File: config.mk
export PLATFORM = sky130hd
export DESIGN_NAME = cpu_execute_mc
export DESIGN_NICKNAME = d
export VERILOG_FILES = /design/src/rtl/cpu_execute_mc.sv
export SDC_FILE = /design/constraint.sdc
export NUM_CORES = 2
export LEC_CHECK = 0
export ABC_AREA = 1
export ABC_CLOCK_PERIOD_IN_PS = 4600
export BUFFER_PORTS_ARGS = -buffer_cell sky130_fd_sc_hd__buf_2
export CORE_MARGIN = 2
export CORE_UTILIZATION = 36
export CTS_CLUSTER_SIZE = 30
export DETAILED_ROUTE_END_ITERATION = 10
export GPL_TIMING_DRIVEN = 0
export SYNTH_ARGS = -nofsm -noshare
export SYNTH_HDL_FRONTEND = slang
export SYNTH_SLANG_ARGS = --single-unit
export TNS_END_PERCENT = 5
File: constraint.sdc
create_clock -name clk_i -period 4.6 [get_ports clk_i]
set_input_delay 0.69 -clock clk_i [delete_from_list [all_inputs] [get_ports clk_i]]
set_output_delay 0.69 -clock clk_i [all_outputs]
set_load 0.02 [all_outputs]
File: src/rtl/cpu_execute_mc.sv
// Multi-cycle execute stage: single-cycle ALU/compare/multiply ops plus an
// iterative restoring divider that holds decode off through busy_o.

module cpu_execute_mc #(
    parameter int DATA_WIDTH = 32,
    parameter int RIDX_WIDTH = 4,
    parameter int OP_WIDTH   = 6,
    parameter int DIV_ENABLE = 1
) (
    input  logic                  clk_i,
    input  logic                  rst_i,
    input  logic                  valid_i,
    input  logic                  stall_i,
    input  logic [OP_WIDTH-1:0]   op_i,
    input  logic [DATA_WIDTH-1:0] regA_i,
    input  logic [DATA_WIDTH-1:0] regB_i,
    input  logic [DATA_WIDTH-1:0] operand_i,
    input  logic [RIDX_WIDTH-1:0] register_write_index_i,
    output logic                  busy_o,
    output logic                  register_write_enable_o,
    output logic [RIDX_WIDTH-1:0] register_write_index_o,
    output logic [DATA_WIDTH-1:0] result_o,
    output logic [4:0]            flags_o,
    output logic                  div_zero_o
);

    localparam int SH_W  = $clog2(DATA_WIDTH);
    localparam int CNT_W = $clog2(DATA_WIDTH + 1);

    localparam logic [OP_WIDTH-1:0] OP_NOP    = OP_WIDTH'(0);
    localparam logic [OP_WIDTH-1:0] OP_ADD_L  = OP_WIDTH'(1);
    localparam logic [OP_WIDTH-1:0] OP_SUB_L  = OP_WIDTH'(2);
    localparam logic [OP_WIDTH-1:0] OP_AND    = OP_WIDTH'(3);
    localparam logic [OP_WIDTH-1:0] OP_OR     = OP_WIDTH'(4);
    localparam logic [OP_WIDTH-1:0] OP_XOR    = OP_WIDTH'(5);
    localparam logic [OP_WIDTH-1:0] OP_NOT    = OP_WIDTH'(6);
    localparam logic [OP_WIDTH-1:0] OP_NEG    = OP_WIDTH'(7);
    localparam logic [OP_WIDTH-1:0] OP_ASHL   = OP_WIDTH'(8);
    localparam logic [OP_WIDTH-1:0] OP_LSHR   = OP_WIDTH'(9);
    localparam logic [OP_WIDTH-1:0] OP_ASHR   = OP_WIDTH'(10);
    localparam logic [OP_WIDTH-1:0] OP_INC    = OP_WIDTH'(11);
    localparam logic [OP_WIDTH-1:0] OP_DEC    = OP_WIDTH'(12);
    localparam logic [OP_WIDTH-1:0] OP_LDI_L  = OP_WIDTH'(13);
    localparam logic [OP_WIDTH-1:0] OP_MOV    = OP_WIDTH'(14);
    localparam logic [OP_WIDTH-1:0] OP_MUL_L  = OP_WIDTH'(15);
    localparam logic [OP_WIDTH-1:0] OP_CMP    = OP_WIDTH'(16);
    localparam logic [OP_WIDTH-1:0] OP_DIV_L  = OP_WIDTH'(17);
    localparam logic [OP_WIDTH-1:0] OP_UDIV_L = OP_WIDTH'(18);
    localparam logic [OP_WIDTH-1:0] OP_MOD_L  = OP_WIDTH'(19);
    localparam logic [OP_WIDTH-1:0] OP_UMOD_L = OP_WIDTH'(20);

    typedef enum logic [1:0] {
        S_IDLE,
        S_RUN,
        S_DONE
    } state_e;

    state_e state_q, state_d;

    // Architectural output registers
    logic                  we_q, we_d;
    logic [RIDX_WIDTH-1:0] idx_q, idx_d;
    logic [DATA_WIDTH-1:0] res_q, res_d;
    logic [4:0]            flags_q, flags_d;
    logic                  dz_out_q, dz_out_d;

    // Divider working registers
    logic [DATA_WIDTH-1:0] quo_q, quo_d;
    logic [DATA_WIDTH-1:0] rem_q, rem_d;
    logic [DATA_WIDTH-1:0] dsr_q, dsr_d;
    logic [CNT_W-1:0]      cnt_q, cnt_d;
    logic                  sa_q, sa_d;
    logic                  sb_q, sb_d;
    logic                  mod_q, mod_d;
    logic                  dz_q, dz_d;
    logic [RIDX_WIDTH-1:0] div_rd_q, div_rd_d;

    logic                  accept;
    logic                  start_div;
    logic                  is_div;
    logic                  div_signed;
    logic                  div_mod;
    logic [DATA_WIDTH-1:0] alu_res;
    logic                  alu_we;
    logic                  cmp_upd;
    logic [4:0]            cmp_flags;
    logic [SH_W-1:0]       shamt;
    logic [DATA_WIDTH:0]   trial;
    logic [DATA_WIDTH:0]   diff;
    logic                  qbit;
    logic [DATA_WIDTH-1:0] quo_fix;
    logic [DATA_WIDTH-1:0] rem_fix;

    function automatic logic [DATA_WIDTH-1:0] magnitude(input logic [DATA_WIDTH-1:0] v,
                                                        input logic              sgn);
        return (sgn && v[DATA_WIDTH-1]) ? -v : v;
    endfunction

    assign accept    = valid_i & ~busy_o & ~stall_i;
    assign start_div = accept & is_div & (DIV_ENABLE != 0);
    assign shamt     = regB_i[SH_W-1:0];

    assign cmp_flags = {regA_i > regB_i,
                        $signed(regA_i) > $signed(regB_i),
                        regA_i < regB_i,
                        $signed(regA_i) < $signed(regB_i),
                        regA_i == regB_i};

    // One restoring step: shift the next dividend bit in, subtract if it fits.
    assign trial = {rem_q, quo_q[DATA_WIDTH-1]};
    assign diff  = trial - {1'b0, dsr_q};
    assign qbit  = ~diff[DATA_WIDTH];

    always_comb begin
        quo_fix = (sa_q ^ sb_q) ? -quo_q : quo_q;
        if (dz_q) begin
            quo_fix = '1;
        end
        rem_fix = sa_q ? -rem_q : rem_q;
    end

    always_comb begin
        is_div     = 1'b0;
        div_signed = 1'b0;
        div_mod    = 1'b0;
        case (op_i)
            OP_DIV_L:  begin is_div = 1'b1; div_signed = 1'b1; end
            OP_UDIV_L: begin is_div = 1'b1; end
            OP_MOD_L:  begin is_div = 1'b1; div_signed = 1'b1; div_mod = 1'b1; end
            OP_UMOD_L: begin is_div = 1'b1; div_mod = 1'b1; end
            default:   ;
        endcase
    end

    // NOTE: every combinational output gets a default first so no path leaves it unassigned (no latch).
    always_comb begin
        alu_res = '0;
        alu_we  = 1'b1;
        cmp_upd = 1'b0;
        case (op_i)
            OP_ADD_L:  alu_res = regA_i + regB_i;
            OP_SUB_L:  alu_res = regA_i - regB_i;
            OP_AND:    alu_res = regA_i & regB_i;
            OP_OR:     alu_res = regA_i | regB_i;
            OP_XOR:    alu_res = regA_i ^ regB_i;
            OP_NOT:    alu_res = ~regB_i;
            OP_NEG:    alu_res = -regB_i;
            OP_ASHL:   alu_res = regA_i << shamt;
            OP_LSHR:   alu_res = regA_i >> shamt;
            OP_ASHR:   alu_res = $signed(regA_i) >>> shamt;
            OP_INC:    alu_res = regA_i + operand_i;
            OP_DEC:    alu_res = regA_i - operand_i;
            OP_LDI_L:  alu_res = operand_i;
            OP_MOV:    alu_res = regB_i;
            OP_MUL_L:  alu_res = regA_i * regB_i;
            OP_CMP: begin
                alu_we  = 1'b0;
                cmp_upd = 1'b1;
            end
            // Without a divider these complete at once with a zero result.
            OP_DIV_L, OP_UDIV_L, OP_MOD_L, OP_UMOD_L: alu_res = '0;
            default:   alu_we = 1'b0;
        endcase
    end

    // NOTE: sequential state uses non-blocking assignments so every register samples pre-edge values.
    always_ff @(posedge clk_i or posedge rst_i) begin
        if (rst_i) begin
            state_q <= S_IDLE;
        end else begin
            state_q <= state_d;
        end
    end

    always_comb begin
        state_d = state_q;
        case (state_q)
            S_IDLE: if (start_div) state_d = S_RUN;
            S_RUN:  if (cnt_q == CNT_W'(DATA_WIDTH - 1)) state_d = S_DONE;
            S_DONE: if (!stall_i) state_d = S_IDLE;
            default: state_d = S_IDLE;
        endcase
    end

    always_comb begin
        busy_o = stall_i | (state_q != S_IDLE);
    end

    always_comb begin
        quo_d    = quo_q;
        rem_d    = rem_q;
        dsr_d    = dsr_q;
        cnt_d    = cnt_q;
        sa_d     = sa_q;
        sb_d     = sb_q;
        mod_d    = mod_q;
        dz_d     = dz_q;
        div_rd_d = div_rd_q;
        if (start_div) begin
            quo_d    = magnitude(regA_i, div_signed);
            dsr_d    = magnitude(regB_i, div_signed);
            rem_d    = '0;
            cnt_d    = '0;
            sa_d     = div_signed & regA_i[DATA_WIDTH-1];
            sb_d     = div_signed & regB_i[DATA_WIDTH-1];
            mod_d    = div_mod;
            dz_d     = (regB_i == '0);
            div_rd_d = register_write_index_i;
        end else if (state_q == S_RUN) begin
            rem_d = qbit ? diff[DATA_WIDTH-1:0] : trial[DATA_WIDTH-1:0];
            quo_d = {quo_q[DATA_WIDTH-2:0], qbit};
            cnt_d = cnt_q + CNT_W'(1);
        end
    end

    always_comb begin
        we_d     = 1'b0;
        dz_out_d = 1'b0;
        idx_d    = idx_q;
        res_d    = res_q;
        flags_d  = flags_q;
        if (state_q == S_DONE && !stall_i) begin
            we_d     = 1'b1;
            dz_out_d = dz_q;
            idx_d    = div_rd_q;
            res_d    = mod_q ? rem_fix : quo_fix;
        end else if (accept && !start_div) begin
            if (alu_we) begin
                we_d  = 1'b1;
                idx_d = register_write_index_i;
                res_d = alu_res;
            end
            if (cmp_upd) begin
                flags_d = cmp_flags;
            end
        end
    end

    always_ff @(posedge clk_i or posedge rst_i) begin
        if (rst_i) begin
            we_q     <= 1'b0;
            idx_q    <= '0;
            res_q    <= '0;
            flags_q  <= '0;
            dz_out_q <= 1'b0;
            quo_q    <= '0;
            rem_q    <= '0;
            dsr_q    <= '0;
            cnt_q    <= '0;
            sa_q     <= 1'b0;
            sb_q     <= 1'b0;
            mod_q    <= 1'b0;
            dz_q     <= 1'b0;
            div_rd_q <= '0;
        end else begin
            we_q     <= we_d;
            idx_q    <= idx_d;
            res_q    <= res_d;
            flags_q  <= flags_d;
            dz_out_q <= dz_out_d;
            quo_q    <= quo_d;
            rem_q    <= rem_d;
            dsr_q    <= dsr_d;
            cnt_q    <= cnt_d;
            sa_q     <= sa_d;
            sb_q     <= sb_d;
            mod_q    <= mod_d;
            dz_q     <= dz_d;
            div_rd_q <= div_rd_d;
        end
    end

    assign register_write_enable_o = we_q;
    assign register_write_index_o  = idx_q;
    assign result_o                = res_q;
    assign flags_o                 = flags_q;
    assign div_zero_o              = dz_out_q;

endmodule

==> metrics <==
worst reg2reg setup slack 1.06 ns; DRC 0; minimum clock period ~7.4 ns; Avg WL per Cell 31.67 um; RSZ-0062 raised after global routing true; Pre-antenna DRT Iters 6; Worst R2R Path Depth 8; Ports between 150 and 200; ys async rst share 100.0%; Setup CP Type input port to flip-flop; CP max stage cell fa_2; Rel. slew slack -0.2033%; DR WL met3 about 31 mm; YS warnings 0; Reg clk slew, reported paths 0.08 ns; vias roughly 47000; CTS tree built; # rows 122; CP Launch Type input port; CP max FO 5; Initial Utilization around 36%; GPL Wtd Cong about 1.1; final setup fails 31; core area approximately 110000 um^2; Net count, final 7324; P&R area growth vs syn 14.81%; slowest stage delay, CP 0.66 ns; failing checks max-capacitance violations, max-slew violations, negative setup slack; largest net degree at the start of global routing 113; Post-synth EDFFs 0; CTS Hold Bufs 0; clock skew approximately 0.022 ns; GRT Residual Overflow 0; register bit total from synthesis about 160; Worst EP required 4.93 ns; max cap viols 1; initial antenna violation count 26; vias in the first global route around 45000; register area share after synthesis around a tenth; crit path capture type flip-flop; clk_lat worst skew 0.46 ns; die width roughly 340 um; hold crit path type input port to async pin; worst slack at placement -5.318 ns; Buffers & Inverters on Critical Path 11; GRT Overall Usage between 40% and 50%; final worst-path cycle share 161.1%; H-tree depth 4; Tightest Pin Transition ~1.5 ns; clock buffer count from CTS 17; met1 WL 102.8 mm; metal2 WL 102.1 mm; top cells by area, synth fa_1, nand2_1, inv_1, dfrtp_1, ha_1; share of the synthesized area in the top cell type around 20%; cell family with most CP delay adder cells; WP data arrival between 7 and 8 ns; Worst R2R Start state_q[1]; layout cells sized above 1 approximately 11%; final setup margin -2.811 ns; Post-Syn Area between 40000 and 50000 um^2; full die area ~120000 um^2; outcome finished, violations left; FF-to-FF End quo_q[3]; Synth top cells by count nand2_1, inv_1, o21ai_0; Final Hold Violating Endpoints 0; Max Slew Vio Count 1; top-count cell post-synth nand2_1; post-synth top area cell fa_1; Die H 339.2 um; first-pass GRT wire length 348.9 mm; antenna viol nets, final 0; Placed Instances 7953; ys flop type dfrtp_1; Placed Area approximately 43000 um^2; initial drt markers 6398; hpwl dp 213.9 mm; final core occ 41.79%; Highest Clock Rate between 100 and 150 MHz; cell mode on critical path fa_1; Top Metal Used met5; synthesized net count between 7000 and 8000; worst-case clock buffer depth 2; Finished Layout Cells 8024; CTS Root Cell clkbuf_16; Syn Area/Cell 6.411 um^2; PortBufs between 150 and 200; Via density just under 6; WL final between 200 and 300 mm; Unique masters post-synth 73; Cells after Synth ~6300; post-route cell area approximately 46000 um^2; CTS Sinks 155
==> registers in the layout (all words and copies together), names as in the netlist, 2 cells and up <==
| signal | flops |
|---|---|
| dsr_q | 32 |
| cnt_q | 6 |
| flags_o | 5 |
| state_q | 2 |
| div_rd_q | 4 |
| register_write_index_o | 4 |
| rem_q | 32 |
| result_o | 32 |
| quo_q | 32 |
==> how the worst max path moves through the flow <==
stage | startpoint | to | slack (ns) | cells after the start
floorplan | regB_i[4] | result_o[29] | -2.44 | 31
global placement | regA_i[6] | result_o[17] | -5.52 | 25
detailed placement | regA_i[11] | result_o[26] | -5.32 | 26
CTS | regB_i[2] | result_o[26] | -2.65 | 31
global route | regB_i[4] | result_o[21] | -2.89 | 35
finish | regB_i[2] | result_o[22] | -2.81 | 33
==> cell families after synthesis <==
group	share of synthesized area (%)
XOR/XNOR	1.494
multiplexers	0.4454
AND/OR/NAND/NOR	28.09
flip-flops	9.589
buffers and inverters	14.72
AO/OA/AOI/OAI	16.38
adder cells (fa/ha/maj)	29.28
==> area by class of cell <==
class                      instances  area, um^2
fill                           12091       64690
multi-input combinational       4614       31750
inverter                        1264        4756
sequential                       155        3879
buffer                           268        2255
tap                             1488        1862
timing repair buffer             194        1304
clock buffer                      17       425.4
clock inverter                    15       190.2
antenna                            9       22.52
==> stage by stage <==
step / setup TNS [ns] / hold WS, ns
2_1_floorplan: -91.63 / 0.4492
3_3_place_gp: -478.13 / 0.4616
3_5_place_dp: -131.26 / 0.4661
4_1_cts: -62.92 / 0.2425
5_1_grt: -69.19 / 0.2409
6_report: -66.28 / 0.2211
==> metal layers <==
metal	vias up	track usage [%]
met4	14	23.82
li1	20385	-
met2	2959	61.77
met5	-	0
met3	663	13.88
met1	22883	56.91
==> layout by cell type (no fill, tap or decap), types with 16 or more instances in the layout <==
| master | netlist | routed |
|---|---|---|
| buf_1 | 56 | 16 |
| o21ai_0 | 465 | 435 |
| a21oi_1 | 339 | 319 |
| o221ai_1 | 51 | 51 |
| fa_1 | 411 | 374 |
| o21a_1 | 18 | 18 |
| nor2_2 | 18 | 30 |
| inv_1 | 1240 | 1230 |
| a31oi_1 | 20 | 19 |
| xor2_1 | 45 | 41 |
| buf_6 | 9 | 39 |
| o21ai_1 | 23 | 34 |
| dfrtp_1 | 155 | 155 |
| clkbuf_8 | 0 | 18 |
| ha_1 | 289 | 268 |
| nand2_1 | 1633 | 1603 |
| inv_2 | 12 | 21 |
| nand3_1 | 363 | 335 |
| buf_4 | 3 | 79 |
| clkbuf_16 | 0 | 36 |
| clkbuf_1 | 135 | 71 |
| nand2_2 | 10 | 34 |
| o22ai_1 | 50 | 50 |
| nand4_1 | 58 | 58 |
| or2_2 | 19 | 16 |
| fa_2 | 0 | 37 |
| a221oi_1 | 23 | 22 |
| xnor2_1 | 24 | 23 |
| nand3b_1 | 21 | 21 |
| buf_2 | 73 | 177 |
| mux2i_1 | 18 | 18 |
| nor4_1 | 18 | 16 |
| nor2_1 | 430 | 415 |
| o211ai_1 | 37 | 37 |
| nor3_1 | 63 | 58 |
==> repair_timing <==
item                                    CTS  global route
resized for setup                       544            76
cloned                                    3             0
buffers inserted                         33             3
pin swaps                               103            41
endpoints found under the setup margin   35            33
Power is not shown: default switching activity piles up to over one toggle a cycle in this logic, so the estimate is an artifact.
